File: config.mk
export PLATFORM = sky130hd
export DESIGN_NAME = dmem_byte_seq_flat
export DESIGN_NICKNAME = d
export VERILOG_FILES = /design/src/rtl/dmem_byte_seq_if.sv /design/src/rtl/dmem_byte_seq.sv /design/src/flat_wrapper.sv
export SDC_FILE = /design/constraint.sdc
export NUM_CORES = 1
export LEC_CHECK = 0
export CORE_UTILIZATION = 50
export CTS_BUF_LIST = sky130_fd_sc_hd__clkbuf_2 sky130_fd_sc_hd__clkbuf_4 sky130_fd_sc_hd__clkbuf_8
export CTS_CLUSTER_DIAMETER = 80
export DETAILED_ROUTE_END_ITERATION = 10
export PLACE_DENSITY = 0.79
export SLEW_MARGIN = 25
export SYNTH_ARGS = -nofsm -noshare
export SYNTH_HDL_FRONTEND = slang
export SYNTH_SLANG_ARGS = --single-unit
File: constraint.sdc
create_clock -name clk -period 5.8 [get_ports clk]
set_input_delay 1.16 -clock clk [delete_from_list [all_inputs] [get_ports clk]]
set_output_delay 1.16 -clock clk [all_outputs]
set_load 0.05 [all_outputs]
File: src/rtl/dmem_byte_seq_if.sv
// Purpose : CPU MEM-stage request/ack bundle plus byte-RAM port for dmem_byte_seq.
// Ports   : cpu_* (req/we/addr/wdata/load/store in, ack/rdata/busy/err out),
//           mem_* (addr/re/we/wdata out, rdata in). master = CPU+RAM side, slave = sequencer.
interface dmem_byte_seq_if #(
  parameter int ADDR_W = 10
);
  logic              cpu_req;
  logic              cpu_we;
  logic [31:0]       cpu_addr;
  logic [31:0]       cpu_wdata;
  logic [2:0]        cpu_load;
  logic [1:0]        cpu_store;
  logic              cpu_ack;
  logic [31:0]       cpu_rdata;
  logic              cpu_busy;
  logic              cpu_err;
  logic [ADDR_W-1:0] mem_addr;
  logic              mem_re;
  logic              mem_we;
  logic [7:0]        mem_wdata;
  logic [7:0]        mem_rdata;

  modport master (
    output cpu_req, cpu_we, cpu_addr, cpu_wdata, cpu_load, cpu_store, mem_rdata,
    input  cpu_ack, cpu_rdata, cpu_busy, cpu_err, mem_addr, mem_re, mem_we, mem_wdata
  );

  modport slave (
    input  cpu_req, cpu_we, cpu_addr, cpu_wdata, cpu_load, cpu_store, mem_rdata,
    output cpu_ack, cpu_rdata, cpu_busy, cpu_err, mem_addr, mem_re, mem_we, mem_wdata
  );
endinterface

File: src/rtl/dmem_byte_seq.sv
// Purpose : sequences 8/16/32-bit little-endian CPU loads/stores onto a byte-wide
//           1-cycle-latency RAM, with sign/zero extension of load results.
// Latency : load N+2 cycles, store N+1 cycles from acceptance to ack (N = byte count).
// Backpr. : cpu_req sampled only in IDLE; requests while busy are dropped, not queued.
// Ports   : clk, rst_n (async active low), bus (dmem_byte_seq_if.slave: cpu_* and mem_*).
// Option  : DMEM_ALIGN_CHECK_EN -- misaligned half/word accesses complete at once
//           with cpu_err=1 and no RAM strobes; otherwise cpu_err is tied to 0.
module dmem_byte_seq #(
  parameter int ADDR_W = 10
) (
  input  logic            clk,
  input  logic            rst_n,
  dmem_byte_seq_if.slave  bus
);

  typedef enum logic [2:0] {IDLE, RD, RD_TAIL, WR, DONE} state_t;

  state_t            state_q;
  logic [31:0]       wdata_q;
  logic [2:0]        load_q;
  logic [1:0]        last_q;     // index of final byte (N-1)
  logic [1:0]        cnt_q;      // byte currently on the RAM port
  logic [31:0]       data_q;     // load bytes captured so far
  logic [31:0]       rdata_q;
  logic              ack_q;
  logic              busy_q;
  logic [ADDR_W-1:0] mem_addr_q;
  logic              mem_re_q;
  logic              mem_we_q;
  logic [7:0]        mem_wdata_q;

  logic [1:0]        req_last_d;
  logic [31:0]       ld_word_d;
  logic [31:0]       ld_ext_d;

  always_comb begin
    req_last_d = 2'd3;
    if (bus.cpu_we) begin
      case (bus.cpu_store)
        2'b00:   req_last_d = 2'd0;
        2'b01:   req_last_d = 2'd1;
        default: req_last_d = 2'd3;
      endcase
    end else begin
      case (bus.cpu_load)
        3'b000, 3'b001: req_last_d = 2'd0;
        3'b010, 3'b011: req_last_d = 2'd1;
        default:        req_last_d = 2'd3;
      endcase
    end
  end

  // In RD_TAIL the final byte is still on mem_rdata; merge it combinationally so the
  // extended result can be registered on the edge into DONE.
  always_comb begin
    ld_word_d = data_q;
    ld_word_d[{cnt_q, 3'b000} +: 8] = bus.mem_rdata;
    case (load_q)
      3'b000:  ld_ext_d = {{24{ld_word_d[7]}},  ld_word_d[7:0]};
      3'b001:  ld_ext_d = {24'd0,               ld_word_d[7:0]};
      3'b010:  ld_ext_d = {{16{ld_word_d[15]}}, ld_word_d[15:0]};
      3'b011:  ld_ext_d = {16'd0,               ld_word_d[15:0]};
      default: ld_ext_d = ld_word_d;
    endcase
  end

`ifdef DMEM_ALIGN_CHECK_EN
  logic misalign_d;
  logic err_q;
  assign misalign_d = ((req_last_d == 2'd1) && bus.cpu_addr[0]) ||
                      ((req_last_d == 2'd3) && (bus.cpu_addr[1:0] != 2'b00));
`endif

  always_ff @(posedge clk or negedge rst_n) begin
    if (!rst_n) begin
      state_q     <= IDLE;
      wdata_q     <= '0;
      load_q      <= '0;
      last_q      <= '0;
      cnt_q       <= '0;
      data_q      <= '0;
      rdata_q     <= '0;
      ack_q       <= 1'b0;
      busy_q      <= 1'b0;
      mem_addr_q  <= '0;
      mem_re_q    <= 1'b0;
      mem_we_q    <= 1'b0;
      mem_wdata_q <= '0;
`ifdef DMEM_ALIGN_CHECK_EN
      err_q       <= 1'b0;
`endif
    end else begin
      ack_q <= 1'b0;
`ifdef DMEM_ALIGN_CHECK_EN
      err_q <= 1'b0;
`endif
      case (state_q)
        IDLE: begin
          if (bus.cpu_req) begin
            wdata_q    <= bus.cpu_wdata;
            load_q     <= bus.cpu_load;
            last_q     <= req_last_d;
            cnt_q      <= 2'd0;
            data_q     <= '0;
            busy_q     <= 1'b1;
            mem_addr_q <= bus.cpu_addr[ADDR_W-1:0];
`ifdef DMEM_ALIGN_CHECK_EN
            if (misalign_d) begin
              state_q <= DONE;
              ack_q   <= 1'b1;
              err_q   <= 1'b1;
              rdata_q <= '0;
            end else
`endif
            begin
              if (bus.cpu_we) begin
                state_q     <= WR;
                mem_we_q    <= 1'b1;
                mem_wdata_q <= bus.cpu_wdata[7:0];
              end else begin
                state_q  <= RD;
                mem_re_q <= 1'b1;
              end
            end
          end
        end
        RD: begin
          // Byte cnt_q-1 was read on the previous edge and is on mem_rdata now.
          if (cnt_q != 2'd0)
            data_q[{cnt_q - 2'd1, 3'b000} +: 8] <= bus.mem_rdata;
          if (cnt_q == last_q) begin
            state_q  <= RD_TAIL;
            mem_re_q <= 1'b0;
          end else begin
            cnt_q      <= cnt_q + 2'd1;
            mem_addr_q <= mem_addr_q + ADDR_W'(1);
          end
        end
        RD_TAIL: begin
          rdata_q <= ld_ext_d;
          ack_q   <= 1'b1;
          state_q <= DONE;
        end
        WR: begin
          if (cnt_q == last_q) begin
            mem_we_q <= 1'b0;
            ack_q    <= 1'b1;
            rdata_q  <= '0;
            state_q  <= DONE;
          end else begin
            cnt_q       <= cnt_q + 2'd1;
            mem_addr_q  <= mem_addr_q + ADDR_W'(1);
            mem_wdata_q <= wdata_q[{cnt_q + 2'd1, 3'b000} +: 8];
          end
        end
        DONE: begin
          busy_q  <= 1'b0;
          state_q <= IDLE;
        end
        default: begin
          state_q  <= IDLE;
          busy_q   <= 1'b0;
          mem_re_q <= 1'b0;
          mem_we_q <= 1'b0;
        end
      endcase
    end
  end

  assign bus.cpu_ack   = ack_q;
  assign bus.cpu_rdata = rdata_q;
  assign bus.cpu_busy  = busy_q;
`ifdef DMEM_ALIGN_CHECK_EN
  assign bus.cpu_err   = err_q;
`else
  assign bus.cpu_err   = 1'b0;
`endif
  assign bus.mem_addr  = mem_addr_q;
  assign bus.mem_re    = mem_re_q;
  assign bus.mem_we    = mem_we_q;
  assign bus.mem_wdata = mem_wdata_q;

endmodule

File: src/flat_wrapper.sv
// flat-port wrapper written by rule: the top's interface ports become plain ports
module dmem_byte_seq_flat 
#(
  parameter int ADDR_W = 10
)
  (clk, rst_n, bus_cpu_req, bus_cpu_we, bus_cpu_addr, bus_cpu_wdata, bus_cpu_load, bus_cpu_store, bus_mem_rdata, bus_cpu_ack, bus_cpu_rdata, bus_cpu_busy, bus_cpu_err, bus_mem_addr, bus_mem_re, bus_mem_we, bus_mem_wdata);
  dmem_byte_seq_if #(.ADDR_W(ADDR_W)) bus_i ();
  input  logic clk;
  input  logic rst_n;
  input wire logic [$bits(bus_i.cpu_req)-1:0] bus_cpu_req;
  input wire logic [$bits(bus_i.cpu_we)-1:0] bus_cpu_we;
  input wire logic [$bits(bus_i.cpu_addr)-1:0] bus_cpu_addr;
  input wire logic [$bits(bus_i.cpu_wdata)-1:0] bus_cpu_wdata;
  input wire logic [$bits(bus_i.cpu_load)-1:0] bus_cpu_load;
  input wire logic [$bits(bus_i.cpu_store)-1:0] bus_cpu_store;
  input wire logic [$bits(bus_i.mem_rdata)-1:0] bus_mem_rdata;
  output wire logic [$bits(bus_i.cpu_ack)-1:0] bus_cpu_ack;
  output wire logic [$bits(bus_i.cpu_rdata)-1:0] bus_cpu_rdata;
  output wire logic [$bits(bus_i.cpu_busy)-1:0] bus_cpu_busy;
  output wire logic [$bits(bus_i.cpu_err)-1:0] bus_cpu_err;
  output wire logic [$bits(bus_i.mem_addr)-1:0] bus_mem_addr;
  output wire logic [$bits(bus_i.mem_re)-1:0] bus_mem_re;
  output wire logic [$bits(bus_i.mem_we)-1:0] bus_mem_we;
  output wire logic [$bits(bus_i.mem_wdata)-1:0] bus_mem_wdata;
  assign bus_i.cpu_req = bus_cpu_req;
  assign bus_i.cpu_we = bus_cpu_we;
  assign bus_i.cpu_addr = bus_cpu_addr;
  assign bus_i.cpu_wdata = bus_cpu_wdata;
  assign bus_i.cpu_load = bus_cpu_load;
  assign bus_i.cpu_store = bus_cpu_store;
  assign bus_i.mem_rdata = bus_mem_rdata;
  assign bus_cpu_ack = bus_i.cpu_ack;
  assign bus_cpu_rdata = bus_i.cpu_rdata;
  assign bus_cpu_busy = bus_i.cpu_busy;
  assign bus_cpu_err = bus_i.cpu_err;
  assign bus_mem_addr = bus_i.mem_addr;
  assign bus_mem_re = bus_i.mem_re;
  assign bus_mem_we = bus_i.mem_we;
  assign bus_mem_wdata = bus_i.mem_wdata;
  dmem_byte_seq #(.ADDR_W(ADDR_W)) u_core (.clk(clk), .rst_n(rst_n), .bus(bus_i));
endmodule
**Yosys cells after proc, flatten, opt, wreduce, memory -nomap -nowiden**

Index checks and enable logic that the tools add are counted.

- Bits in registers: 128
- Bits of input ports: 81
- Logic and storage cells: 107

- Add/subtract/negate cells: 5
- Eq/ne operators: 20
- Shifts and indexed selects: 5
- Muxes and demuxes: 37
- Bitwise operators: 3
- Reduce and logical (&&, ||, !) cells: 24

Operators by type and width:

| operator | number |
|---|---|
| case mux 32 bit (2 select lines) | 2 |
| case mux 32 bit (4 select lines) | 1 |
| 2-to-1 mux 32 bit | 3 |
| bitwise mux 32 bit | 2 |
| variable shift 8 x 7 -> 32 bit (first input constant) | 2 |
| indexed part select 8 x 7 -> 32 bit | 2 |
| indexed part select 32 x 6 -> 8 bit | 1 |
| 2-to-1 mux 8 bit | 3 |
| 2-to-1 mux 10 bit | 2 |
| case mux 10 bit (2 select lines) | 1 |
| == test 3 x 2 -> 1 bit (second input constant) | 6 |
| case mux 8 bit (2 select lines) | 1 |
| negator 5 -> 7 bit | 2 |
| case mux 2 bit (2 select lines) | 3 |
| case mux 3 bit (4 select lines) | 1 |
| AND reduction 4 bit | 3 |
| adder 10 x 1 -> 10 bit (second input constant) | 1 |
| inequality test 2 bit (second input constant) | 5 |
| nonzero test 2 bit | 5 |
| == test 3 x 1 -> 1 bit (second input constant) | 3 |
| logical NOT 3 bit | 3 |
| 2-to-1 mux 3 bit | 3 |
| AND reduction 3 bit | 3 |
| OR reduction 3 bit | 3 |
| other kinds (14) | 33 |

**Logic depth before layout (Yosys ltp)**

Gate-level depths: netlist (run 1).

- Depth in word-level cells: 6
- Mapped depth: 11
- Depth with buffers taken out: 6

**Least setup slack after synthesis (run 1)**

OpenSTA, ideal clock, no wires.

- Path kind: register to register
- Start: register u_core.cnt_q[0]
- End: register u_core.rdata_q[16] (netlist: u_core.bus.cpu_rdata[16])
- Setup time: 0.124 ns
- Data arrival time: 2.266 ns
- Required time: 5.676 ns
- Setup slack: 3.410 ns
- Stages on the path, launching flop included: 11
- Path buffers: 4
- Cells stage by stage: dfrtp_1 -> buf_6 -> buf_6 -> inv_1 -> ha_1 -> buf_2 -> and4b_1 -> a221oi_2 -> nor4b_4 -> buf_6 -> a211o_2

- Cells in the longest elaborated chain, start to end: 5

Ends and longest elaborated chain:

| element | RTL line | text |
|---|---|---|
| from (decl) | dmem_byte_seq.sv:22 | `logic [1:0] cnt_q;` |
| from (signal assigned) | dmem_byte_seq.sv:135 | `cnt_q <= cnt_q + 2'd1;` |
| from (signal assigned) | dmem_byte_seq.sv:151 | `cnt_q <= cnt_q + 2'd1;` |
| negator 5 -> 7 bit | dmem_byte_seq.sv:57 | `ld_word_d[{cnt_q, 3'b000} +: 8] = bus.mem_rdata;` |
| indexed part select 8 x 7 -> 32 bit or variable shift 8 x 7 -> 32 bit (tied branches) | dmem_byte_seq.sv:57 |  |
| bitwise mux 32 bit | dmem_byte_seq.sv:57 |  |
| case mux 32 bit (4 select lines) | dmem_byte_seq.sv:58 | `case (load_q)` |
| case mux 32 bit (2 select lines) | dmem_byte_seq.sv:97 | `case (state_q)` |
| to (signal assigned) | dmem_byte_seq.sv:140 | `rdata_q <= ld_ext_d;` |
| to (decl) | dmem_byte_seq.sv:24 | `logic [31:0] rdata_q;` |

Parallel ways exist; a longest one is shown, timed or not.
A chain may end at the register's enable or synchronous reset.

**Worst setup path after layout (run 1)**

- Start: register u_core.cnt_q[0]
- End: register u_core.rdata_q[24] (netlist: u_core.bus.cpu_rdata[24])

The elaborated chain is that of the path after synthesis.

==> results of run 1 <==
## cells by family (layout without fill, tap and decap cells)
kind of cell    Yosys count  after routing  share of synthesized area [%]
compound gates          140            140                           18.4
xor+xnor                  3              3                          0.435
fa+ha+maj                 7              7                           1.45
buf+inv                  57            167                           4.64
flops                   128            128                           53.0
mux                      27             27                           6.49
other cells               1              1                         0.0621
simple gates            189            189                           15.4
## per-layer routing
layer  track usage [%]  up-vias  wire length, µm
li1                  -     2187                -
met1              32.1     2358             6260
met2              37.4      170             6840
met3              7.62       18              977
met4              9.73        0              149
met5                 0        -                0
## cells in the mapped netlist (all sizes together), types with 5 or more instances
master and instances:
a21oi 17, clkbuf 8, nand2 116, nor2b 11, a211o 9, dfrtp 128, ha 7, mux4 8
nor2 20, a221oi 10, mux2 17, o21ai 21, nand3 6, a22o 31, inv 20, buf 28
o2bb2ai 17, nand4 5, a221o 8
## registers in the layout, indices dropped and copies added, names as in the netlist
name,flops
u_core.load_q,3
u_core.wdata_q,32
u_core.bus.mem_wdata,8
u_core.state_q,3
u_core.bus.cpu_ack,1
u_core.cnt_q,2
u_core.bus.mem_re,1
u_core.bus.mem_addr,10
u_core.last_q,2
u_core.bus.cpu_rdata,32
u_core.bus.mem_we,1
u_core.bus.cpu_busy,1
u_core.data_q,32
## per-stage QoR
step | power, mW | setup WS [ns] | utilization [%]
floorplan | 2.97 | 3.41 | -
global placement | 3.51 | 2.40 | 61.7
detailed placement | 3.59 | 2.30 | 61.7
CTS | 4.29 | 2.27 | 64.7
global route | 4.52 | 1.95 | 64.8
finish | 4.27 | 2.30 | 64.8
## worst paths after layout
check | end | cells past startpoint | start | slack, ns
max reg2reg | u_core.bus.cpu_rdata[24] | 6 | u_core.cnt_q[0] | 2.30
min reg2reg | u_core.data_q[7] | 2 | u_core.data_q[7] | 0.47
min in group asynchronous | u_core.bus.cpu_rdata[18] | 1 | rst_n | 0.75
min | u_core.data_q[7] | 2 | u_core.data_q[7] | 0.47
max in group asynchronous | u_core.bus.cpu_rdata[30] | 2 | rst_n | 3.94
max | u_core.bus.cpu_rdata[24] | 6 | u_core.cnt_q[0] | 2.30
## report_power, final
part / internal [mW] / switching, mW / total (mW)
clock network: 0.371 / 0.328 / 0.699
registers: 1.20 / 0.259 / 1.46
logic: 0.796 / 1.32 / 2.11
## tightest hold or removal path: cells and delay by family, from the launching register on
kind            cells  cell delay, ns
flops               1            0.34
compound gates      1            0.05
simple gates        1            0.05
## area by class of cell
cell class / count / area (µm²)
Sequential cell: 128 / 3200
Clock buffer: 23 / 292
Multi-Input combinational cell: 367 / 2560
Clock inverter: 7 / 62.6
Fill cell: 912 / 4090
Tap cell: 143 / 179
Inverter: 21 / 78.8
Timing Repair Buffer: 116 / 1150
==> impl_metrics.yaml, run 1 <==
global_routing:
  grt_pass1_wl_um: 23800
  grtUsageTotal_pct: 24.3
  grt_max_degree: 80
  grt_pass1_vias: 4827
  grt_overflow_total: 0
  antenna_found_initial: 0
sta:
  max_freq_mhz: 286
  final.period_utilization_pct: 60.4
  worst_pin_slew_ns: 0.960
  finClkSkew_ns: 0.0124
  hold_slack_ns: 0.474
  finalSetupTns_ns: 0
  setup-violations-final: 0
  fin_crit_ns: 3.50
  rsz0062_at_grt: "false"
  slew_headroom_pct: 35.1
  finalHoldViolCount: 0
  drv_slew: 0
clock_network:
  clk_latency_ns: 0.44
  cts_hold_buf: 0
  cts_resized: 0
  post-cts-setup-buffers: 0
  cts_root_buf: "clkbuf_8"
  cts.sinks: 128
  cts_tree: "built"
  path_clk_slew_ns: 0.07
  htreeDepth: 4
  numCtsBuffers: 17
  clk_path_buf_depth: 2
die:
  coreArea_mm2: 0.0116
  die_area_mm2: 0.0125
  initial_utilization_pct: 52.0
  fp.dieH_um: 112
  ios: 136
  die_w_um: 112
  rows: 39
cells_and_area:
  final_layout_size_suffix_gt1_share_pct: 13.0
  area_growth_pct: 24.6
  final_common_cell: "dfrtp_1"
  fin_area_mm2: 0.00752
  nNetsFinal: 739
  antenna_cells: 0
  final_cell_mix: "dfrtp_1, nand2_1, clkdlybuf4s50_1, a22o_1"
  final_cells: 805
synth:
  yosysWarnings: 0
  synth_area_leaders: "dfrtp_1, nand2_1, a22o_1"
  postSynthRegisterBits: 128
  synth_edf_count: 0
  async_flop_share_pct: 100
  netlist_instances: 552
  syn_nets: 640
  avgSynthCellArea_um2: 10.9
  ys.flop_type: "dfrtp_1"
  yosys.area.top_type_share_pct: 53.0
  yosysUniqueCellTypes: 67
  syn_area_mm2: 0.00604
  synth_top_cell_by_area: "dfrtp_1"
  seq_area_frac_synth_pct: 53.0
worst_setup_path:
  cp.arrival_ns: 3.87
  cp_max_fo: 20
  worstPathRequired_ns: 6.17
  crit_chain: "inv_1, ha_1, and4b_1, a221oi_2, nor4b_4, a221o_1"
  cp-start-kind: "register"
  crit_family: "simple AND/OR/NAND/NOR gates"
  slowest_stage: "dfrtp_1"
  path_class: "register to register"
  critPathMaxStageDelay_ns: 0.96
  path_buf_inv: 1
  endpoint_kind: "register"
placed_design:
  place_hpwl_um: 9480
  port-buffer-count: 112
  placed_area_mm2: 0.00716
  gp_congestion: 0.833
  dp_cells: 775
route:
  drc_errors: 6
  wl_per_cell_um: 17.7
  drtIter0Drc: 273
  wirelength_um: 14200
  viasPerCell: 5.88
  vias: 4733
  ant_nets: 0
  dr.pass1.iters: 9
worst_hold_path:
  holdCritPathClass: "register to register"
power_and_ir_drop:
  p_per_area_mw_per_mm2: 568
  irDropWorstVdd_v: 0.000288
  total_leakage_power_nw: 3.40
flow_run:
  max_cap_viol_count: 0
status:
  violations: "design-rule violations"
  outcome: "complete, but fails checks"
No activity file was read; power rests on OpenSTA's default activity.
==> run 2: changes to the inputs <==
- CORE_UTILIZATION: 50 -> 47
- PLACE_DENSITY: 0.79 -> 0.78
- clock period: 5.8 -> 2.8 ns (I/O delays scaled with it)
==> impl_metrics.yaml, run 2 (synthesis gave the netlist of run 1 again) <==
clock_network:
  cts_hold_buf: 0
  cts_tree: "built"
  htreeDepth: 4
  cts.sinks: 128
  cts_root_buf: "clkbuf_8"
  numCtsBuffers: 17
  post-cts-setup-buffers: 0
  path_clk_slew_ns: 0.08
  clk_path_buf_depth: 2
  cts_resized: 0
  clk_latency_ns: 0.44
route:
  wl_met2_um: 6660
  drtIter0Drc: 341
  vias: 4834
  ant_nets: 0
  drc_errors: 0
  dr.pass1.iters: 7
  wl_per_cell_um: 17.3
  met3_length_um: 1170
  highest_layer: "met4"
  wirelength_um: 14600
  viasPerCell: 5.71
  m1WireLength_um: 6480
global_routing:
  grt_overflow_total: 0
  grt_pass1_vias: 4694
  grt_max_degree: 49
  grt_pass1_wl_um: 24000
  grtUsageTotal_pct: 23.6
  antenna_found_initial: 0
power_and_ir_drop:
  irDropWorstVdd_v: 0.000710
  p_per_area_mw_per_mm2: 1190
  total_leakage_power_nw: 3.48
die:
  die_area_mm2: 0.0133
  ios: 136
  fp.dieH_um: 115
  die_w_um: 115
  initial_utilization_pct: 48.0
  coreArea_mm2: 0.0126
  rows: 41
worst_setup_path:
  critPathMaxStageDelay_ns: 0.71
  r2r_start: "u_core.cnt_q[1]"
  slowest_stage: "nor3_1"
  crit_start: "u_core.cnt_q[1]"
  path_class: "register to register"
  endpoint_kind: "register"
  cp_max_fo: 10
  crit_chain: "inv_1, ha_1, buf_4, nand3b_1, nor3_1, a22o_1, a211o_2"
  cp-start-kind: "register"
  worstPathRequired_ns: 3.18
  cp.arrival_ns: 2.93
cells_and_area:
  seq_area_mm2: 0.00320
  final_common_cell: "dfrtp_1"
  final_layout_size_suffix_gt1_share_pct: 14.4
  fin_area_mm2: 0.00772
  area_growth_pct: 27.9
  final_cell_mix: "dfrtp_1, nand2_1, clkdlybuf4s50_1, a22o_1"
  multi_input_comb_area_mm2: 0.00255
  nNetsFinal: 749
  fillers: 1002
  antenna_cells: 0
  fin_util_pct: 61.5
placed_design:
  place_hpwl_um: 9900
  placed_area_mm2: 0.00730
  dpl_worst_slack_ns: 0.324
  gp_congestion: 0.821
  port-buffer-count: 112
sta:
  fin_crit_ns: 2.55
  drv_slew: 0
  setup_ws_ns: 0.247
  finClkSkew_ns: 0.00943
  max_freq_mhz: 392
  setup-violations-final: 0
  finalSetupTns_ns: 0
  worst_pin_slew_ns: 0.915
  slew_headroom_pct: 38.6
  finalHoldViolCount: 0
  hold_slack_ns: 0.0324
  final.period_utilization_pct: 91.2
  rsz0062_at_grt: "false"
flow_run:
  max_cap_viol_count: 0
worst_hold_path:
  holdCritPathClass: "input pin to asynchronous set/reset pin"
status:
  outcome: "completed"
[run 2: critical path, delay by kind of cell, from the launching register on]
family,cells,cell delay (ns)
compound gates,2,0.38
fa+ha+maj,1,0.46
simple gates,2,0.83
buf+inv,2,0.39
flops,1,0.43
[run 2: path summary, 6_finish.rpt]
path | to | slack (ns) | depth (start not counted)
setup / recovery | u_core.bus.cpu_rdata[19] | 0.25 | 7
hold / removal | u_core.data_q[17] | 0.03 | 1
setup reg to reg | u_core.bus.cpu_rdata[19] | 0.25 | 7
hold reg to reg | u_core.wdata_q[28] | 0.48 | 2
max in group asynchronous | u_core.wdata_q[8] | 2.06 | 2
min in group clk | u_core.wdata_q[28] | 0.48 | 2
[run 2: final cells by class]
| class | instances | share of cell area (%) |
|---|---|---|
| well taps | 172 | 2.79 |
| inverters | 21 | 1.02 |
| flip-flops and latches | 128 | 41.5 |
| multi-input cells | 367 | 33.1 |
| repair buffers | 126 | 16.2 |
| clock inverters | 13 | 2.11 |
| clock buffers | 19 | 3.39 |
[run 2: layer usage]
metal | GRT usage (%) | vias up
met5 | 0 | -
met4 | 9.18 | 0
met3 | 6.75 | 29
met2 | 35.6 | 212
met1 | 32.3 | 2376
li1 | - | 2217
[run 2: power by group]
group	switching [mW]	internal (mW)	total (mW)
clock	0.739	0.927	1.67
sequential	0.492	2.49	2.98
combinational	2.81	1.72	4.53
[run 2: metrics by stage]
step           cells  total power [mW]
3_5_place_dp     814              7.52
4_1_cts          846              9.21
5_1_grt          846              9.69
6_report         846              9.17
2_1_floorplan    552              6.14
3_3_place_gp     814              7.38
